**config.mk**
```make
export PLATFORM = sky130hd
export DESIGN_NAME = avmm_arbiter_2to1_flat
export DESIGN_NICKNAME = d
export VERILOG_FILES = /design/src/rtl/avmm_arbiter_2to1_if.sv /design/src/rtl/avmm_arbiter_2to1.sv /design/src/flat_wrapper.sv
export SDC_FILE = /design/constraint.sdc
export NUM_CORES = 1
export LEC_CHECK = 0
export CORE_AREA = 10 10 146 148
export CTS_CLUSTER_SIZE = 16
export DETAILED_ROUTE_END_ITERATION = 12
export DIE_AREA = 0 0 156 158
export PLACE_DENSITY = 0.75
export SYNTH_ARGS = -nofsm -noshare
export SYNTH_HDL_FRONTEND = slang
export SYNTH_SLANG_ARGS = --single-unit
```
**constraint.sdc**
```tcl
create_clock -name clk -period 8.05 [get_ports clk]
set_input_delay 1.61 -clock clk [delete_from_list [all_inputs] [get_ports clk]]
set_output_delay 1.61 -clock clk [all_outputs]
set_load 0.01 [all_outputs]
```
**src/rtl/avmm_arbiter_2to1_if.sv**
```systemverilog
// avmm_arbiter_2to1_if: bundle of every bus signal around the 2:1 AVMM arbiter.
//
// Signal groups:
//   h0_* / h1_*  host ports: addr, read, write, wdata, byteen in;
//                waitrq, rdvalid, rdata, response out (from the arbiter's view)
//   tgt_*        target port: addr, read, write, wdata, byteen out;
//                rdvalid, wrvalid, rdata, response in (from the arbiter's view)
//   arb_owner    one-hot current owner, 00 when idle
//
// Modports:
//   slave   used by the arbiter itself
//   master  used by the surrounding hosts and target (all directions reversed)
interface avmm_arbiter_2to1_if #(
  parameter int unsigned ADDR_W = 32,
  parameter int unsigned DATA_W = 32
);
  logic [ADDR_W-1:0] h0_addr;
  logic              h0_read;
  logic              h0_write;
  logic [DATA_W-1:0] h0_wdata;
  logic [3:0]        h0_byteen;
  logic              h0_waitrq;
  logic              h0_rdvalid;
  logic [DATA_W-1:0] h0_rdata;
  logic [1:0]        h0_response;

  logic [ADDR_W-1:0] h1_addr;
  logic              h1_read;
  logic              h1_write;
  logic [DATA_W-1:0] h1_wdata;
  logic [3:0]        h1_byteen;
  logic              h1_waitrq;
  logic              h1_rdvalid;
  logic [DATA_W-1:0] h1_rdata;
  logic [1:0]        h1_response;

  logic [ADDR_W-1:0] tgt_addr;
  logic              tgt_read;
  logic              tgt_write;
  logic [DATA_W-1:0] tgt_wdata;
  logic [3:0]        tgt_byteen;
  logic              tgt_rdvalid;
  logic              tgt_wrvalid;
  logic [DATA_W-1:0] tgt_rdata;
  logic [1:0]        tgt_response;

  logic [1:0]        arb_owner;

  modport slave (
    input  h0_addr, h0_read, h0_write, h0_wdata, h0_byteen,
    output h0_waitrq, h0_rdvalid, h0_rdata, h0_response,
    input  h1_addr, h1_read, h1_write, h1_wdata, h1_byteen,
    output h1_waitrq, h1_rdvalid, h1_rdata, h1_response,
    output tgt_addr, tgt_read, tgt_write, tgt_wdata, tgt_byteen,
    input  tgt_rdvalid, tgt_wrvalid, tgt_rdata, tgt_response,
    output arb_owner
  );

  modport master (
    output h0_addr, h0_read, h0_write, h0_wdata, h0_byteen,
    input  h0_waitrq, h0_rdvalid, h0_rdata, h0_response,
    output h1_addr, h1_read, h1_write, h1_wdata, h1_byteen,
    input  h1_waitrq, h1_rdvalid, h1_rdata, h1_response,
    input  tgt_addr, tgt_read, tgt_write, tgt_wdata, tgt_byteen,
    output tgt_rdvalid, tgt_wrvalid, tgt_rdata, tgt_response,
    input  arb_owner
  );
endinterface

```
**src/rtl/avmm_arbiter_2to1.sv**
```systemverilog
// avmm_arbiter_2to1: shares one AVMM CSR target between two AVMM hosts.
//
// Round-robin arbitration with a single outstanding transaction. The granted
// command is latched, strobed to the target for one cycle (ISSUE), held while
// waiting for tgt_rdvalid/tgt_wrvalid (WAIT), and the result is returned to
// the owning host in a one-cycle DONE state where its waitrq drops.
//
// Ports:
//   clk   single clock
//   rst   asynchronous, active-high reset
//   bus   avmm_arbiter_2to1_if.slave: h0_*, h1_* host ports, tgt_* target
//         port, arb_owner (one-hot owner, 00 when idle)
//
// Optional feature: define AVMM_ARB_TIMEOUT_EN to add a completion watchdog.
// After TIMEOUT_CYCLES clocks in WAIT without completion the transaction ends
// with response 2'b11 and, for reads, rdata 32'hDEAD_0A0B. Without the macro
// a target that never completes stalls the arbiter until rst.
module avmm_arbiter_2to1 #(
  parameter int unsigned ADDR_W         = 32,
  parameter int unsigned DATA_W         = 32,
  parameter int unsigned TIMEOUT_CYCLES = 255
) (
  input logic                clk,
  input logic                rst,
  avmm_arbiter_2to1_if.slave bus
);

  localparam logic [DATA_W-1:0] TimeoutRdata  = DATA_W'(32'hDEAD_0A0B);
  localparam logic [1:0]        RespDecodeErr = 2'b11;

  typedef enum logic [1:0] {StIdle, StIssue, StWait, StDone} state_e;

  state_e            state_q, state_d;
  logic              ptr_q, ptr_d;              // host index with priority
  logic              owner_q, owner_d;          // host index of current grant
  logic              owner_vld_q, owner_vld_d;
  logic              op_write_q, op_write_d;
  logic [ADDR_W-1:0] addr_q, addr_d;
  logic [DATA_W-1:0] wdata_q, wdata_d;
  logic [3:0]        byteen_q, byteen_d;
  logic [DATA_W-1:0] h0_rdata_q, h0_rdata_d;
  logic [DATA_W-1:0] h1_rdata_q, h1_rdata_d;
  logic [1:0]        h0_resp_q, h0_resp_d;
  logic [1:0]        h1_resp_q, h1_resp_d;

  logic              req0, req1, grant1;
  logic              cpl, timeout_hit;
  logic [1:0]        cap_resp;
  logic [DATA_W-1:0] cap_rdata;

  assign req0   = bus.h0_read | bus.h0_write;
  assign req1   = bus.h1_read | bus.h1_write;
  // host1 wins when it is the only requester or when it holds priority
  assign grant1 = req1 & (~req0 | ptr_q);

`ifdef AVMM_ARB_TIMEOUT_EN
  logic [31:0] wait_cnt_q, wait_cnt_d;

  always_comb begin
    wait_cnt_d = wait_cnt_q;
    if (state_q == StIssue) begin
      wait_cnt_d = '0;
    end else if (state_q == StWait) begin
      wait_cnt_d = wait_cnt_q + 32'd1;
    end
  end

  always_ff @(posedge clk or posedge rst) begin
    if (rst) begin
      wait_cnt_q <= '0;
    end else begin
      wait_cnt_q <= wait_cnt_d;
    end
  end

  // Fires in the last permitted WAIT cycle; a completion in that cycle wins.
  assign timeout_hit = (state_q == StWait) && (wait_cnt_q == 32'(TIMEOUT_CYCLES - 1));
`else
  logic unused_timeout_cycles;
  assign unused_timeout_cycles = ^TIMEOUT_CYCLES;
  assign timeout_hit           = 1'b0;
`endif

  always_comb begin
    state_d     = state_q;
    ptr_d       = ptr_q;
    owner_d     = owner_q;
    owner_vld_d = owner_vld_q;
    op_write_d  = op_write_q;
    addr_d      = addr_q;
    wdata_d     = wdata_q;
    byteen_d    = byteen_q;
    h0_rdata_d  = h0_rdata_q;
    h1_rdata_d  = h1_rdata_q;
    h0_resp_d   = h0_resp_q;
    h1_resp_d   = h1_resp_q;
    cpl         = 1'b0;
    cap_resp    = '0;
    cap_rdata   = '0;

    unique case (state_q)
      StIdle: begin
        if (req0 || req1) begin
          owner_d     = grant1;
          owner_vld_d = 1'b1;
          // write has precedence when read and write are both asserted
          if (grant1) begin
            addr_d     = bus.h1_addr;
            wdata_d    = bus.h1_wdata;
            byteen_d   = bus.h1_byteen;
            op_write_d = bus.h1_write;
          end else begin
            addr_d     = bus.h0_addr;
            wdata_d    = bus.h0_wdata;
            byteen_d   = bus.h0_byteen;
            op_write_d = bus.h0_write;
          end
          state_d = StIssue;
        end
      end

      StIssue: begin
        // completions seen here belong to nothing we issued; ignore them
        state_d = StWait;
      end

      StWait: begin
        cpl = op_write_q ? bus.tgt_wrvalid : bus.tgt_rdvalid;
        if (cpl || timeout_hit) begin
          cap_resp  = cpl ? bus.tgt_response : RespDecodeErr;
          cap_rdata = cpl ? bus.tgt_rdata : TimeoutRdata;
          if (owner_q) begin
            h1_resp_d = cap_resp;
            if (!op_write_q) begin
              h1_rdata_d = cap_rdata;
            end
          end else begin
            h0_resp_d = cap_resp;
            if (!op_write_q) begin
              h0_rdata_d = cap_rdata;
            end
          end
          state_d = StDone;
        end
      end

      StDone: begin
        ptr_d       = ~owner_q;
        owner_vld_d = 1'b0;
        state_d     = StIdle;
      end

      default: state_d = StIdle;
    endcase
  end

  always_ff @(posedge clk or posedge rst) begin
    if (rst) begin
      state_q     <= StIdle;
      ptr_q       <= 1'b0;
      owner_q     <= 1'b0;
      owner_vld_q <= 1'b0;
      op_write_q  <= 1'b0;
      addr_q      <= '0;
      wdata_q     <= '0;
      byteen_q    <= '0;
      h0_rdata_q  <= '0;
      h1_rdata_q  <= '0;
      h0_resp_q   <= '0;
      h1_resp_q   <= '0;
    end else begin
      state_q     <= state_d;
      ptr_q       <= ptr_d;
      owner_q     <= owner_d;
      owner_vld_q <= owner_vld_d;
      op_write_q  <= op_write_d;
      addr_q      <= addr_d;
      wdata_q     <= wdata_d;
      byteen_q    <= byteen_d;
      h0_rdata_q  <= h0_rdata_d;
      h1_rdata_q  <= h1_rdata_d;
      h0_resp_q   <= h0_resp_d;
      h1_resp_q   <= h1_resp_d;
    end
  end

  logic done;
  assign done = (state_q == StDone);

  assign bus.tgt_addr   = addr_q;
  assign bus.tgt_wdata  = wdata_q;
  assign bus.tgt_byteen = byteen_q;
  assign bus.tgt_read   = (state_q == StIssue) & ~op_write_q;
  assign bus.tgt_write  = (state_q == StIssue) & op_write_q;

  assign bus.h0_waitrq   = ~(done & ~owner_q);
  assign bus.h1_waitrq   = ~(done & owner_q);
  assign bus.h0_rdvalid  = done & ~owner_q & ~op_write_q;
  assign bus.h1_rdvalid  = done & owner_q & ~op_write_q;
  assign bus.h0_rdata    = h0_rdata_q;
  assign bus.h1_rdata    = h1_rdata_q;
  assign bus.h0_response = h0_resp_q;
  assign bus.h1_response = h1_resp_q;

  assign bus.arb_owner = owner_vld_q ? (owner_q ? 2'b10 : 2'b01) : 2'b00;

endmodule

```
**src/flat_wrapper.sv**
```systemverilog
// flat-port wrapper written by rule: the top's interface ports become plain ports
module avmm_arbiter_2to1_flat 
#(
  parameter int unsigned ADDR_W         = 32,
  parameter int unsigned DATA_W         = 32,
  parameter int unsigned TIMEOUT_CYCLES = 255
)
  (clk, rst, bus_h0_addr, bus_h0_read, bus_h0_write, bus_h0_wdata, bus_h0_byteen, bus_h0_waitrq, bus_h0_rdvalid, bus_h0_rdata, bus_h0_response, bus_h1_addr, bus_h1_read, bus_h1_write, bus_h1_wdata, bus_h1_byteen, bus_h1_waitrq, bus_h1_rdvalid, bus_h1_rdata, bus_h1_response, bus_tgt_addr, bus_tgt_read, bus_tgt_write, bus_tgt_wdata, bus_tgt_byteen, bus_tgt_rdvalid, bus_tgt_wrvalid, bus_tgt_rdata, bus_tgt_response, bus_arb_owner);
  avmm_arbiter_2to1_if #(.ADDR_W(ADDR_W), .DATA_W(DATA_W)) bus_i ();
  input logic clk;
  input logic rst;
  input wire logic [$bits(bus_i.h0_addr)-1:0] bus_h0_addr;
  input wire logic [$bits(bus_i.h0_read)-1:0] bus_h0_read;
  input wire logic [$bits(bus_i.h0_write)-1:0] bus_h0_write;
  input wire logic [$bits(bus_i.h0_wdata)-1:0] bus_h0_wdata;
  input wire logic [$bits(bus_i.h0_byteen)-1:0] bus_h0_byteen;
  output wire logic [$bits(bus_i.h0_waitrq)-1:0] bus_h0_waitrq;
  output wire logic [$bits(bus_i.h0_rdvalid)-1:0] bus_h0_rdvalid;
  output wire logic [$bits(bus_i.h0_rdata)-1:0] bus_h0_rdata;
  output wire logic [$bits(bus_i.h0_response)-1:0] bus_h0_response;
  input wire logic [$bits(bus_i.h1_addr)-1:0] bus_h1_addr;
  input wire logic [$bits(bus_i.h1_read)-1:0] bus_h1_read;
  input wire logic [$bits(bus_i.h1_write)-1:0] bus_h1_write;
  input wire logic [$bits(bus_i.h1_wdata)-1:0] bus_h1_wdata;
  input wire logic [$bits(bus_i.h1_byteen)-1:0] bus_h1_byteen;
  output wire logic [$bits(bus_i.h1_waitrq)-1:0] bus_h1_waitrq;
  output wire logic [$bits(bus_i.h1_rdvalid)-1:0] bus_h1_rdvalid;
  output wire logic [$bits(bus_i.h1_rdata)-1:0] bus_h1_rdata;
  output wire logic [$bits(bus_i.h1_response)-1:0] bus_h1_response;
  output wire logic [$bits(bus_i.tgt_addr)-1:0] bus_tgt_addr;
  output wire logic [$bits(bus_i.tgt_read)-1:0] bus_tgt_read;
  output wire logic [$bits(bus_i.tgt_write)-1:0] bus_tgt_write;
  output wire logic [$bits(bus_i.tgt_wdata)-1:0] bus_tgt_wdata;
  output wire logic [$bits(bus_i.tgt_byteen)-1:0] bus_tgt_byteen;
  input wire logic [$bits(bus_i.tgt_rdvalid)-1:0] bus_tgt_rdvalid;
  input wire logic [$bits(bus_i.tgt_wrvalid)-1:0] bus_tgt_wrvalid;
  input wire logic [$bits(bus_i.tgt_rdata)-1:0] bus_tgt_rdata;
  input wire logic [$bits(bus_i.tgt_response)-1:0] bus_tgt_response;
  output wire logic [$bits(bus_i.arb_owner)-1:0] bus_arb_owner;
  assign bus_i.h0_addr = bus_h0_addr;
  assign bus_i.h0_read = bus_h0_read;
  assign bus_i.h0_write = bus_h0_write;
  assign bus_i.h0_wdata = bus_h0_wdata;
  assign bus_i.h0_byteen = bus_h0_byteen;
  assign bus_h0_waitrq = bus_i.h0_waitrq;
  assign bus_h0_rdvalid = bus_i.h0_rdvalid;
  assign bus_h0_rdata = bus_i.h0_rdata;
  assign bus_h0_response = bus_i.h0_response;
  assign bus_i.h1_addr = bus_h1_addr;
  assign bus_i.h1_read = bus_h1_read;
  assign bus_i.h1_write = bus_h1_write;
  assign bus_i.h1_wdata = bus_h1_wdata;
  assign bus_i.h1_byteen = bus_h1_byteen;
  assign bus_h1_waitrq = bus_i.h1_waitrq;
  assign bus_h1_rdvalid = bus_i.h1_rdvalid;
  assign bus_h1_rdata = bus_i.h1_rdata;
  assign bus_h1_response = bus_i.h1_response;
  assign bus_tgt_addr = bus_i.tgt_addr;
  assign bus_tgt_read = bus_i.tgt_read;
  assign bus_tgt_write = bus_i.tgt_write;
  assign bus_tgt_wdata = bus_i.tgt_wdata;
  assign bus_tgt_byteen = bus_i.tgt_byteen;
  assign bus_i.tgt_rdvalid = bus_tgt_rdvalid;
  assign bus_i.tgt_wrvalid = bus_tgt_wrvalid;
  assign bus_i.tgt_rdata = bus_tgt_rdata;
  assign bus_i.tgt_response = bus_tgt_response;
  assign bus_arb_owner = bus_i.arb_owner;
  avmm_arbiter_2to1 #(.ADDR_W(ADDR_W), .DATA_W(DATA_W), .TIMEOUT_CYCLES(TIMEOUT_CYCLES)) u_core (.clk(clk), .rst(rst), .bus(bus_i));
endmodule
```
==> flow_summary.html, run 1 <==
<table>
<tr><th>Metric</th><th>Value</th></tr>
<tr><th colspan="2">Floorplan</th></tr>
<tr><td>Die area</td><td>0.0246 mm^2</td></tr>
<tr><td>Area of the core region</td><td>0.0185 mm^2</td></tr>
<tr><td>Chip Height</td><td>158 um</td></tr>
<tr><td>Cell Rows</td><td>50</td></tr>
<tr><td>Starting utilization of the core area</td><td>34.1%</td></tr>
<tr><td>Boundary Pins</td><td>322</td></tr>
<tr><td>Chip width</td><td>156 um</td></tr>
<tr><th colspan="2">Synthesis</th></tr>
<tr><td>Biggest area consumer among synthesized cells</td><td>sky130_fd_sc_hd__dfrtp_1</td></tr>
<tr><td>Proportion of synthesized chip area in sequential cells</td><td>56.5%</td></tr>
<tr><td>Fraction of post-synthesis cell area in the top cell type by area</td><td>56.5%</td></tr>
<tr><td>Post-synth EDFFs</td><td>0</td></tr>
<tr><td>Register bit total from synthesis</td><td>142</td></tr>
<tr><td>Post-Synthesis Mean Instance Area</td><td>10.8 um^2</td></tr>
<tr><td>Synth Warn #</td><td>0</td></tr>
<tr><td>Dominant cells by area after synthesis</td><td>sky130_fd_sc_hd__dfrtp_1 (56%), sky130_fd_sc_hd__a31oi_1 (6.8%), sky130_fd_sc_hd__mux2_2 (6.6%)</td></tr>
<tr><td>Area of the mapped netlist</td><td>0.00629 mm^2</td></tr>
<tr><td>Async SR Flop Fraction</td><td>100%</td></tr>
<tr><td>Flip-flop cell with the highest count after synthesis</td><td>sky130_fd_sc_hd__dfrtp_1</td></tr>
<tr><td>Post-synthesis cell type count</td><td>31</td></tr>
<tr><td>Post-synthesis cell count</td><td>581</td></tr>
<tr><td>Syn_nets</td><td>765</td></tr>
<tr><th colspan="2">Timing</th></tr>
<tr><td>Fin crit share</td><td>44.0%</td></tr>
<tr><td>RSZ-0062 raised after global routing</td><td>no</td></tr>
<tr><td>Clock skew</td><td>0.0137 ns</td></tr>
<tr><td>Pin slew with the least headroom to its limit</td><td>1.00 ns</td></tr>
<tr><td>Worst slew margin relative to its limit</td><td>33.1%</td></tr>
<tr><td>Fin. max-slew vios</td><td>0</td></tr>
<tr><td>Fin crit period</td><td>3.54 ns</td></tr>
<tr><td>Final number of hold-violating endpoints</td><td>0</td></tr>
<tr><td>Worst hold margin</td><td>0.482 ns</td></tr>
<tr><td>Post-Route Setup TNS</td><td>0 ns</td></tr>
<tr><td>Fmax</td><td>0.282 GHz</td></tr>
<tr><td>Finish-stage setup viols</td><td>0</td></tr>
<tr><th colspan="2">Worst setup path</th></tr>
<tr><td>R2R Setup Slk</td><td>5.66 ns</td></tr>
<tr><td>Worst setup path category</td><td>register to output port</td></tr>
<tr><td>Critical path arrival</td><td>1.93 ns</td></tr>
<tr><td>Crit Path Max Fanout</td><td>5</td></tr>
<tr><td>Required time of the critical path</td><td>6.44 ns</td></tr>
<tr><td>Series of cell instances along the critical path</td><td>ha_1, nand2b_1, nor2_1, clkdlybuf4s50_1</td></tr>
<tr><td>Worst reg2reg path depth</td><td>5</td></tr>
<tr><td>Critical Path Source Type</td><td>register</td></tr>
<tr><td>Worst R2R Start</td><td>u_core.state_q[0]$_DFFE_PP0P_</td></tr>
<tr><td>Kind of capture point of the worst setup path</td><td>output port</td></tr>
<tr><td>Slowest Stage Delay on Critical Path</td><td>0.58 ns</td></tr>
<tr><td>End of the worst register-to-register path</td><td>u_core.bus.h1_rdata[26]$_DFFE_PP0P_</td></tr>
<tr><td>Cell at the slowest stage of the critical path</td><td>sky130_fd_sc_hd__clkdlybuf4s50_1</td></tr>
<tr><th colspan="2">Global routing</th></tr>
<tr><td>Total GRT Usage</td><td>17.8%</td></tr>
<tr><td>Maximum number of pins on one net before global-route repair</td><td>80</td></tr>
<tr><td>Wire length of the first global-routing pass</td><td>34500 um</td></tr>
<tr><td>GRT overflow</td><td>0</td></tr>
<tr><td>Number of antenna violations at the first check in global routing</td><td>0</td></tr>
<tr><td>Number of global-route vias before repair</td><td>5961</td></tr>
<tr><th colspan="2">Status</th></tr>
<tr><td>Run status</td><td>finished, final reports clean</td></tr>
<tr><th colspan="2">Worst hold path</th></tr>
<tr><td>Launch instance of the worst min-delay path</td><td>u_core.bus.h0_rdata[24]$_DFFE_PP0P_</td></tr>
<tr><td>End point of the most critical hold path</td><td>u_core.bus.h0_rdata[24]$_DFFE_PP0P_</td></tr>
<tr><td>Instance count along the most critical hold path</td><td>1</td></tr>
<tr><td>Hold Path Class</td><td>register to register</td></tr>
<tr><th colspan="2">Power</th></tr>
<tr><td>Total power per unit cell area</td><td>386 mW/mm^2</td></tr>
<tr><td>Peak supply drop</td><td>145 uV</td></tr>
<tr><td>Leakage power total</td><td>4.06 nW</td></tr>
<tr><th colspan="2">Placed design</th></tr>
<tr><td>Final GP Congestion</td><td>0.787</td></tr>
<tr><td>Post-Place Cells</td><td>1092</td></tr>
<tr><td>Post-DP HPWL</td><td>16800 um</td></tr>
<tr><td>Count of input and output buffers</td><td>321</td></tr>
<tr><th colspan="2">Detailed routing</th></tr>
<tr><td>Iteration-0 DRC count of the detailed router</td><td>276</td></tr>
<tr><td>Post-DR vias/cell</td><td>5.12</td></tr>
<tr><td>Remaining number of nets flagged by the antenna check after routing</td><td>0</td></tr>
<tr><td>Count of unresolved DRC violations after routing</td><td>0</td></tr>
<tr><td>Routed length per instance</td><td>20.6 um</td></tr>
<tr><td>Wire length after detailed routing</td><td>23200 um</td></tr>
<tr><td>Via count</td><td>5752</td></tr>
<tr><td>Initial DRT Pass Iterations</td><td>4</td></tr>
<tr><th colspan="2">Final layout</th></tr>
<tr><td>Layout cells sized above 1</td><td>9.78%</td></tr>
<tr><td>Area taken by multi-input logic gates</td><td>0.00249 mm^2</td></tr>
<tr><td>Final-layout fill cell count</td><td>1648</td></tr>
<tr><td>Most frequent cells in the layout</td><td>sky130_fd_sc_hd__clkdlybuf4s50_1 (321), sky130_fd_sc_hd__dfrtp_1 (142), sky130_fd_sc_hd__nor2_1 (73)</td></tr>
<tr><td>Footprint of the flip-flops and latches</td><td>0.00355 mm^2</td></tr>
<tr><td>Total number of nets in the final design</td><td>1061</td></tr>
<tr><td>Final cell count without fillers</td><td>1124</td></tr>
<tr><td>Antenna cell count</td><td>0</td></tr>
<tr><td>Area growth from synthesis to layout</td><td>62.0%</td></tr>
<tr><td>Most common cell after layout, fill and taps aside</td><td>sky130_fd_sc_hd__clkdlybuf4s50_1</td></tr>
<tr><td>Post-layout utilization of the core</td><td>55.2%</td></tr>
<tr><th colspan="2">Clock network</th></tr>
<tr><td>Clock Sink Count</td><td>142</td></tr>
<tr><td># resized after CTS</td><td>0</td></tr>
<tr><td>Worst-skew pair later-pin latency</td><td>0.42 ns</td></tr>
<tr><td>TritonCTS clock tree</td><td>yes</td></tr>
<tr><td>Clock Pin Slew Worst Setup and Hold Paths</td><td>0.06 ns</td></tr>
<tr><td>Root Buffer</td><td>sky130_fd_sc_hd__clkbuf_16</td></tr>
<tr><td>Number of buffers created by CTS</td><td>17</td></tr>
<tr><td>Maximum level of the CTS H-tree</td><td>4</td></tr>
<tr><td>Maximum number of buffers from clock root to sink</td><td>2</td></tr>
<tr><td>Cts-stage hold buffer count</td><td>0</td></tr>
<tr><td>Setup Buffers After CTS</td><td>0</td></tr>
<tr><th colspan="2">Flow run</th></tr>
<tr><td>MaxCap Viol Count</td><td>0</td></tr>
</table>
==> cell usage after synthesis (all sizes together) (2+ instances only) <==
cell type,instances
nand2,6
o31ai,2
inv,3
and2,2
o21ai,68
dfrtp,142
buf,22
nor2b,2
a21oi,70
ha,6
mux2,69
clkbuf,32
nor2,74
nor3b,2
a31oi,68
==> cell families after synthesis <==
logic type      Yosys count  share of synthesized area [%]
compound gates          215                           19.3
buf+inv                  57                           4.54
mux                      70                           12.5
simple gates             91                           6.01
fa+ha+maj                 6                           1.19
flops                   142                           56.5
==> worst max-delay path by stage <==
stage	startpoint	to	slack (ns)
finish	u_core.state_q[1]$_DFFE_PP0P_	bus_h0_rdvalid	4.51
global route	u_core.state_q[1]$_DFFE_PP0P_	bus_h0_rdvalid	4.38
CTS	u_core.state_q[1]$_DFFE_PP0P_	bus_h0_rdvalid	4.43
detailed placement	bus_h0_write	u_core.bus.tgt_wdata[23]$_DFFE_PP0P_	4.21
global placement	bus_h0_write	u_core.bus.tgt_byteen[0]$_DFFE_PP0P_	4.21
floorplan	rst	u_core.bus.h0_rdata[0]$_DFFE_PP0P_	2.63
==> through the flow <==
| stage | instance area [um^2] | setup WS (ns) | power (mW) |
|---|---|---|---|
| after floorplan | 6290 | 2.63 | 2.17 |
| after global placement | 9640 | 4.21 | 3.19 |
| after detailed placement | 9640 | 4.21 | 3.23 |
| after CTS | 10200 | 4.43 | 3.99 |
| after global routing | 10200 | 4.38 | 4.19 |
| final | 10200 | 4.51 | 3.94 |
==> registers in the layout (all words and copies together), names as in the netlist, 2 cells and up <==
| name | cells |
|---|---|
| u_core.bus.h0_rdata | 32 |
| u_core.bus.h0_response | 2 |
| u_core.bus.h1_rdata | 32 |
| u_core.bus.h1_response | 2 |
| u_core.bus.tgt_addr | 32 |
| u_core.bus.tgt_byteen | 4 |
| u_core.bus.tgt_wdata | 32 |
| u_core.state_q | 2 |
==> metal layers <==
metal	part of all wire (%)	GRT usage, %	routed length (um)
met5	0	0	0
met4	1.5	5.26	346
met3	12	9.34	2780
met2	48	28.4	11000
met1	39	20.3	9010
==> worst max-delay path: cells and delay by family (launching register included) <==
family / cells / cell delay [ns]
fa+ha+maj: 1 / 0.24
flops: 1 / 0.41
simple gates: 2 / 0.28
buf+inv: 1 / 0.58
==> cell type report <==
class                   instances  share of cell area [%]
clock buffers                  17                    4.18
clock inverters                15                    1.23
inverters                       3                   0.160
multi-input cells             382                    24.4
flip-flops and latches        142                    34.9
well taps                     234                    2.87
repair buffers                331                    32.3
==> power by group <==
group / internal (mW) / switching, mW
Combinational: 1.02 / 0.876
Sequential: 1.08 / 0.212
Clock: 0.405 / 0.342
Total: 2.51 / 1.43
Note: power is estimated with default switching activity, not from simulation.
==> inputs of run 2 (changes only) <==
--- a/config.mk
+++ b/config.mk
@@ -9,7 +9,7 @@
 export CTS_CLUSTER_SIZE = 16
 export DETAILED_ROUTE_END_ITERATION = 12
 export DIE_AREA = 0 0 156 158
-export PLACE_DENSITY = 0.75
+export PLACE_DENSITY = 0.77
 export SYNTH_ARGS = -nofsm -noshare
 export SYNTH_HDL_FRONTEND = slang
 export SYNTH_SLANG_ARGS = --single-unit
==> constraint.sdc (replaced) <==
create_clock -name clk -period 3.2 [get_ports clk]
set_input_delay 0.64 -clock clk [delete_from_list [all_inputs] [get_ports clk]]
set_output_delay 0.64 -clock clk [all_outputs]
set_load 0.01 [all_outputs]
==> run 2 against run 1 <==
Clock skew fell by 0.0021 ns. Critical path depth did not move. Cell count rose by 0.44%. Setup slack got worse by 3.9 ns. Die area did not move. Sequential power rose by 150%. Core utilization rose by 0.75 points. First-iteration DRC count fell by 8.7%. Sequential share of layout area fell by 0.46 points. Cell area rose by 1.4%. Flip-flop and latch count did not move. Register-to-register slack got worse by 4.5 ns.
==> flow_summary.html, run 2 (synthesized netlist as in run 1, its figures left out) <==
<table>
<tr><th>Metric</th><th>Value</th></tr>
<tr><th colspan="2">Worst hold path</th></tr>
<tr><td>Hold Path Class</td><td>register to register (unchanged)</td></tr>
<tr><td>Launch instance of the worst min-delay path</td><td>u_core.bus.h0_rdata[29]$_DFFE_PP0P_ (was u_core.bus.h0_rdata[24]$_DFFE_PP0P_)</td></tr>
<tr><th colspan="2">Power</th></tr>
<tr><td>Leakage power total</td><td>4.10 nW (was 4.06 nW)</td></tr>
<tr><td>Internal power summed over all cells</td><td>6.44 mW (was 2.51 mW)</td></tr>
<tr><td>Peak supply drop</td><td>436 uV (was 145 uV)</td></tr>
<tr><td>Switching part of the total power</td><td>36.0% (was 36.3%)</td></tr>
<tr><td>Total power per unit cell area</td><td>975 mW/mm^2 (was 386 mW/mm^2)</td></tr>
<tr><td>Sequential power share</td><td>32.0% (was 32.8%)</td></tr>
<tr><td>Clock Power Share</td><td>19.8% (was 19.0%)</td></tr>
<tr><td>Fraction of power consumed by combinational cells</td><td>48.2% (was 48.3%)</td></tr>
<tr><td>Switching power total</td><td>3.62 mW (was 1.43 mW)</td></tr>
<tr><th colspan="2">Final layout</th></tr>
<tr><td>Most common cell after layout, fill and taps aside</td><td>sky130_fd_sc_hd__clkdlybuf4s50_1 (unchanged)</td></tr>
<tr><td>Most frequent cells in the layout</td><td>sky130_fd_sc_hd__clkdlybuf4s50_1 (321), sky130_fd_sc_hd__dfrtp_1 (142), sky130_fd_sc_hd__nor2_1 (73) (unchanged)</td></tr>
<tr><td>Post-layout utilization of the core</td><td>55.9% (was 55.2%)</td></tr>
<tr><td>Layout cells sized above 1</td><td>10.2% (was 9.78%)</td></tr>
<tr><td>Area taken by multi-input logic gates</td><td>0.00249 mm^2 (unchanged)</td></tr>
<tr><td>Area growth from synthesis to layout</td><td>64.2% (was 62.0%)</td></tr>
<tr><td>Footprint of the flip-flops and latches</td><td>0.00355 mm^2 (unchanged)</td></tr>
<tr><td>Total number of nets in the final design</td><td>1065 (was 1061)</td></tr>
<tr><td>Finished Cell Area</td><td>0.0103 mm^2 (was 0.0102 mm^2)</td></tr>
<tr><td>Final-layout fill cell count</td><td>1624 (was 1648)</td></tr>
<tr><th colspan="2">Worst setup path</th></tr>
<tr><td>Start point of the critical path</td><td>u_core.state_q[1]$_DFFE_PP0P_ (unchanged)</td></tr>
<tr><td>Critical Path Source Type</td><td>register (unchanged)</td></tr>
<tr><td>R2R Setup Slk</td><td>1.21 ns (was 5.66 ns)</td></tr>
<tr><td>Kind of capture point of the worst setup path</td><td>output port (unchanged)</td></tr>
<tr><td>Crit Path Max Fanout</td><td>5 (unchanged)</td></tr>
<tr><td>Worst setup path category</td><td>register to output port (unchanged)</td></tr>
<tr><td>Worst R2R Start</td><td>u_core.state_q[0]$_DFFE_PP0P_ (unchanged)</td></tr>
<tr><td>Required time of the critical path</td><td>2.56 ns (was 6.44 ns)</td></tr>
<tr><td>Critical path arrival</td><td>1.93 ns (about the same)</td></tr>
<tr><th colspan="2">Floorplan</th></tr>
<tr><td>Chip width</td><td>156 um (unchanged)</td></tr>
<tr><td>Die area</td><td>0.0246 mm^2 (unchanged)</td></tr>
<tr><td>Starting utilization of the core area</td><td>34.1% (unchanged)</td></tr>
<tr><td>Cell Rows</td><td>50 (unchanged)</td></tr>
<tr><td>Area of the core region</td><td>0.0185 mm^2 (unchanged)</td></tr>
<tr><td>Boundary Pins</td><td>322 (unchanged)</td></tr>
<tr><td>Chip Height</td><td>158 um (unchanged)</td></tr>
<tr><th colspan="2">Detailed routing</th></tr>
<tr><td>Remaining number of nets flagged by the antenna check after routing</td><td>0 (unchanged)</td></tr>
<tr><td>Iteration-0 DRC count of the detailed router</td><td>252 (was 276)</td></tr>
<tr><td>Post-DR vias/cell</td><td>5.16 (was 5.12)</td></tr>
<tr><td>Wire length after detailed routing</td><td>23200 um (about the same)</td></tr>
<tr><td>Count of unresolved DRC violations after routing</td><td>0 (unchanged)</td></tr>
<tr><td>Initial DRT Pass Iterations</td><td>4 (unchanged)</td></tr>
<tr><td>Via count</td><td>5824 (was 5752)</td></tr>
<tr><td>Routed length per instance</td><td>20.5 um (was 20.6 um)</td></tr>
<tr><th colspan="2">Timing</th></tr>
<tr><td>Clock skew</td><td>0.0116 ns (was 0.0137 ns)</td></tr>
<tr><td>Worst hold margin</td><td>0.490 ns (was 0.482 ns)</td></tr>
<tr><td>Final number of hold-violating endpoints</td><td>0 (unchanged)</td></tr>
<tr><td>Finish-stage setup viols</td><td>0 (unchanged)</td></tr>
<tr><td>Worst slew margin relative to its limit</td><td>60.3% (was 33.1%)</td></tr>
<tr><td>Fmax</td><td>0.390 GHz</td></tr>
<tr><td>Fin. max-slew vios</td><td>0 (unchanged)</td></tr>
<tr><td>Fin crit share</td><td>80.2%</td></tr>
<tr><td>Fin crit period</td><td>2.57 ns</td></tr>
<tr><td>RSZ-0062 raised after global routing</td><td>no (unchanged)</td></tr>
<tr><td>Post-Route Setup TNS</td><td>0 ns (unchanged)</td></tr>
<tr><td>PnR worst setup slack</td><td>0.633 ns (was 4.51 ns)</td></tr>
<tr><td>Pin slew with the least headroom to its limit</td><td>0.595 ns (was 1.00 ns)</td></tr>
<tr><th colspan="2">Clock network</th></tr>
<tr><td>Number of buffers created by CTS</td><td>17 (unchanged)</td></tr>
<tr><td>Maximum level of the CTS H-tree</td><td>4 (unchanged)</td></tr>
<tr><td>Clock Pin Slew Worst Setup and Hold Paths</td><td>0.06 ns (about the same)</td></tr>
<tr><td>Clock Sink Count</td><td>142 (unchanged)</td></tr>
<tr><td>TritonCTS clock tree</td><td>yes (unchanged)</td></tr>
<tr><td># resized after CTS</td><td>0 (unchanged)</td></tr>
<tr><td>Maximum number of buffers from clock root to sink</td><td>2 (unchanged)</td></tr>
<tr><td>Setup Buffers After CTS</td><td>0 (unchanged)</td></tr>
<tr><td>Cts-stage hold buffer count</td><td>0 (unchanged)</td></tr>
<tr><td>Root Buffer</td><td>sky130_fd_sc_hd__clkbuf_16 (unchanged)</td></tr>
<tr><td>Worst-skew pair later-pin latency</td><td>0.41 ns (was 0.42 ns)</td></tr>
<tr><th colspan="2">Global routing</th></tr>
<tr><td>Wire length of the first global-routing pass</td><td>34800 um (was 34500 um)</td></tr>
<tr><td>GRT overflow</td><td>0 (unchanged)</td></tr>
<tr><td>Number of antenna violations at the first check in global routing</td><td>1 (was 0)</td></tr>
<tr><td>Maximum number of pins on one net before global-route repair</td><td>76 (was 80)</td></tr>
<tr><td>Total GRT Usage</td><td>17.9% (was 17.8%)</td></tr>
<tr><td>Number of global-route vias before repair</td><td>6069 (was 5961)</td></tr>
<tr><th colspan="2">Placed design</th></tr>
<tr><td>Placed inst area</td><td>0.00973 mm^2 (was 0.00964 mm^2)</td></tr>
<tr><td>Final GP Congestion</td><td>0.788 (was 0.787)</td></tr>
<tr><td>Count of input and output buffers</td><td>321 (unchanged)</td></tr>
<tr><td>Worst-case setup slack after placement</td><td>0.605 ns (was 4.21 ns)</td></tr>
<tr><td>Post-DP HPWL</td><td>16900 um (was 16800 um)</td></tr>
<tr><th colspan="2">Status</th></tr>
<tr><td>Run status</td><td>finished, final reports clean (unchanged)</td></tr>
<tr><th colspan="2">Flow run</th></tr>
<tr><td>MaxCap Viol Count</td><td>0 (unchanged)</td></tr>
</table>
-- run 2: changes by cell type in the layout (fill, tap and decap cells not counted) --
cell,delta
sky130_fd_sc_hd__inv_8,-1
sky130_fd_sc_hd__clkinv_8,+2
sky130_fd_sc_hd__buf_4,-1
sky130_fd_sc_hd__diode_2,+1
sky130_fd_sc_hd__bufinv_16,+1
sky130_fd_sc_hd__buf_12,+5
sky130_fd_sc_hd__clkinv_4,-1
sky130_fd_sc_hd__clkinv_2,-3
sky130_fd_sc_hd__clkinvlp_4,+2
-- run 2: critical path, stage by stage, from the launching register on --
cell and delay, ns:
sky130_fd_sc_hd__dfrtp_1 0.42, sky130_fd_sc_hd__ha_1 0.25, sky130_fd_sc_hd__nand2_1 0.15, sky130_fd_sc_hd__nor2_1 0.14
sky130_fd_sc_hd__clkdlybuf4s50_1 0.55
-- run 2: power by group through the flow --
stage,Sequential (mW),Clock [mW],Combinational [mW]
3_5_place_dp,3.25,0,4.92
4_1_cts,3.23,2.04,4.93
2_1_floorplan,3.59,0,1.89
3_3_place_gp,3.22,0,4.85
5_1_grt,3.33,2.10,5.25
6_report,3.22,1.99,4.85
-- run 2: through the flow --
stage                     std cells  total power [mW]
after floorplan                 581              5.47
after global placement         1096              8.06
after detailed placement       1096              8.17
after CTS                      1128              10.2
after global routing           1128              10.7
final                          1129              10.1
-- run 2: final cells by class --
type | instances | share of cell area (%)
multi-input cells | 382 | 24.1
repair buffers | 335 | 32.7
clock inverters | 15 | 1.64
inverters | 3 | 0.145
clock buffers | 17 | 4.12
diodes | 1 | 0.0242
flip-flops and latches | 142 | 34.4
well taps | 234 | 2.84
-- run 2: final timing paths --
kind | to | cells after the start
max reg2reg | u_core.bus.tgt_wdata[0]$_DFFE_PP0P_ | 6
max | bus_h1_rdvalid | 4
min in group asynchronous | u_core.bus.h1_rdata[23]$_DFFE_PP0P_ | 2
max in group asynchronous | u_core.bus.tgt_addr[12]$_DFFE_PP0P_ | 3
min | u_core.bus.h0_rdata[29]$_DFFE_PP0P_ | 1
min reg2reg | u_core.bus.h0_rdata[29]$_DFFE_PP0P_ | 1
-- run 2: metal layers --
metal	wire, um	GRT usage [%]
met5	0	0
met4	254	4.41
met3	2650	8.47
met2	10800	29.3
met1	9470	20.6
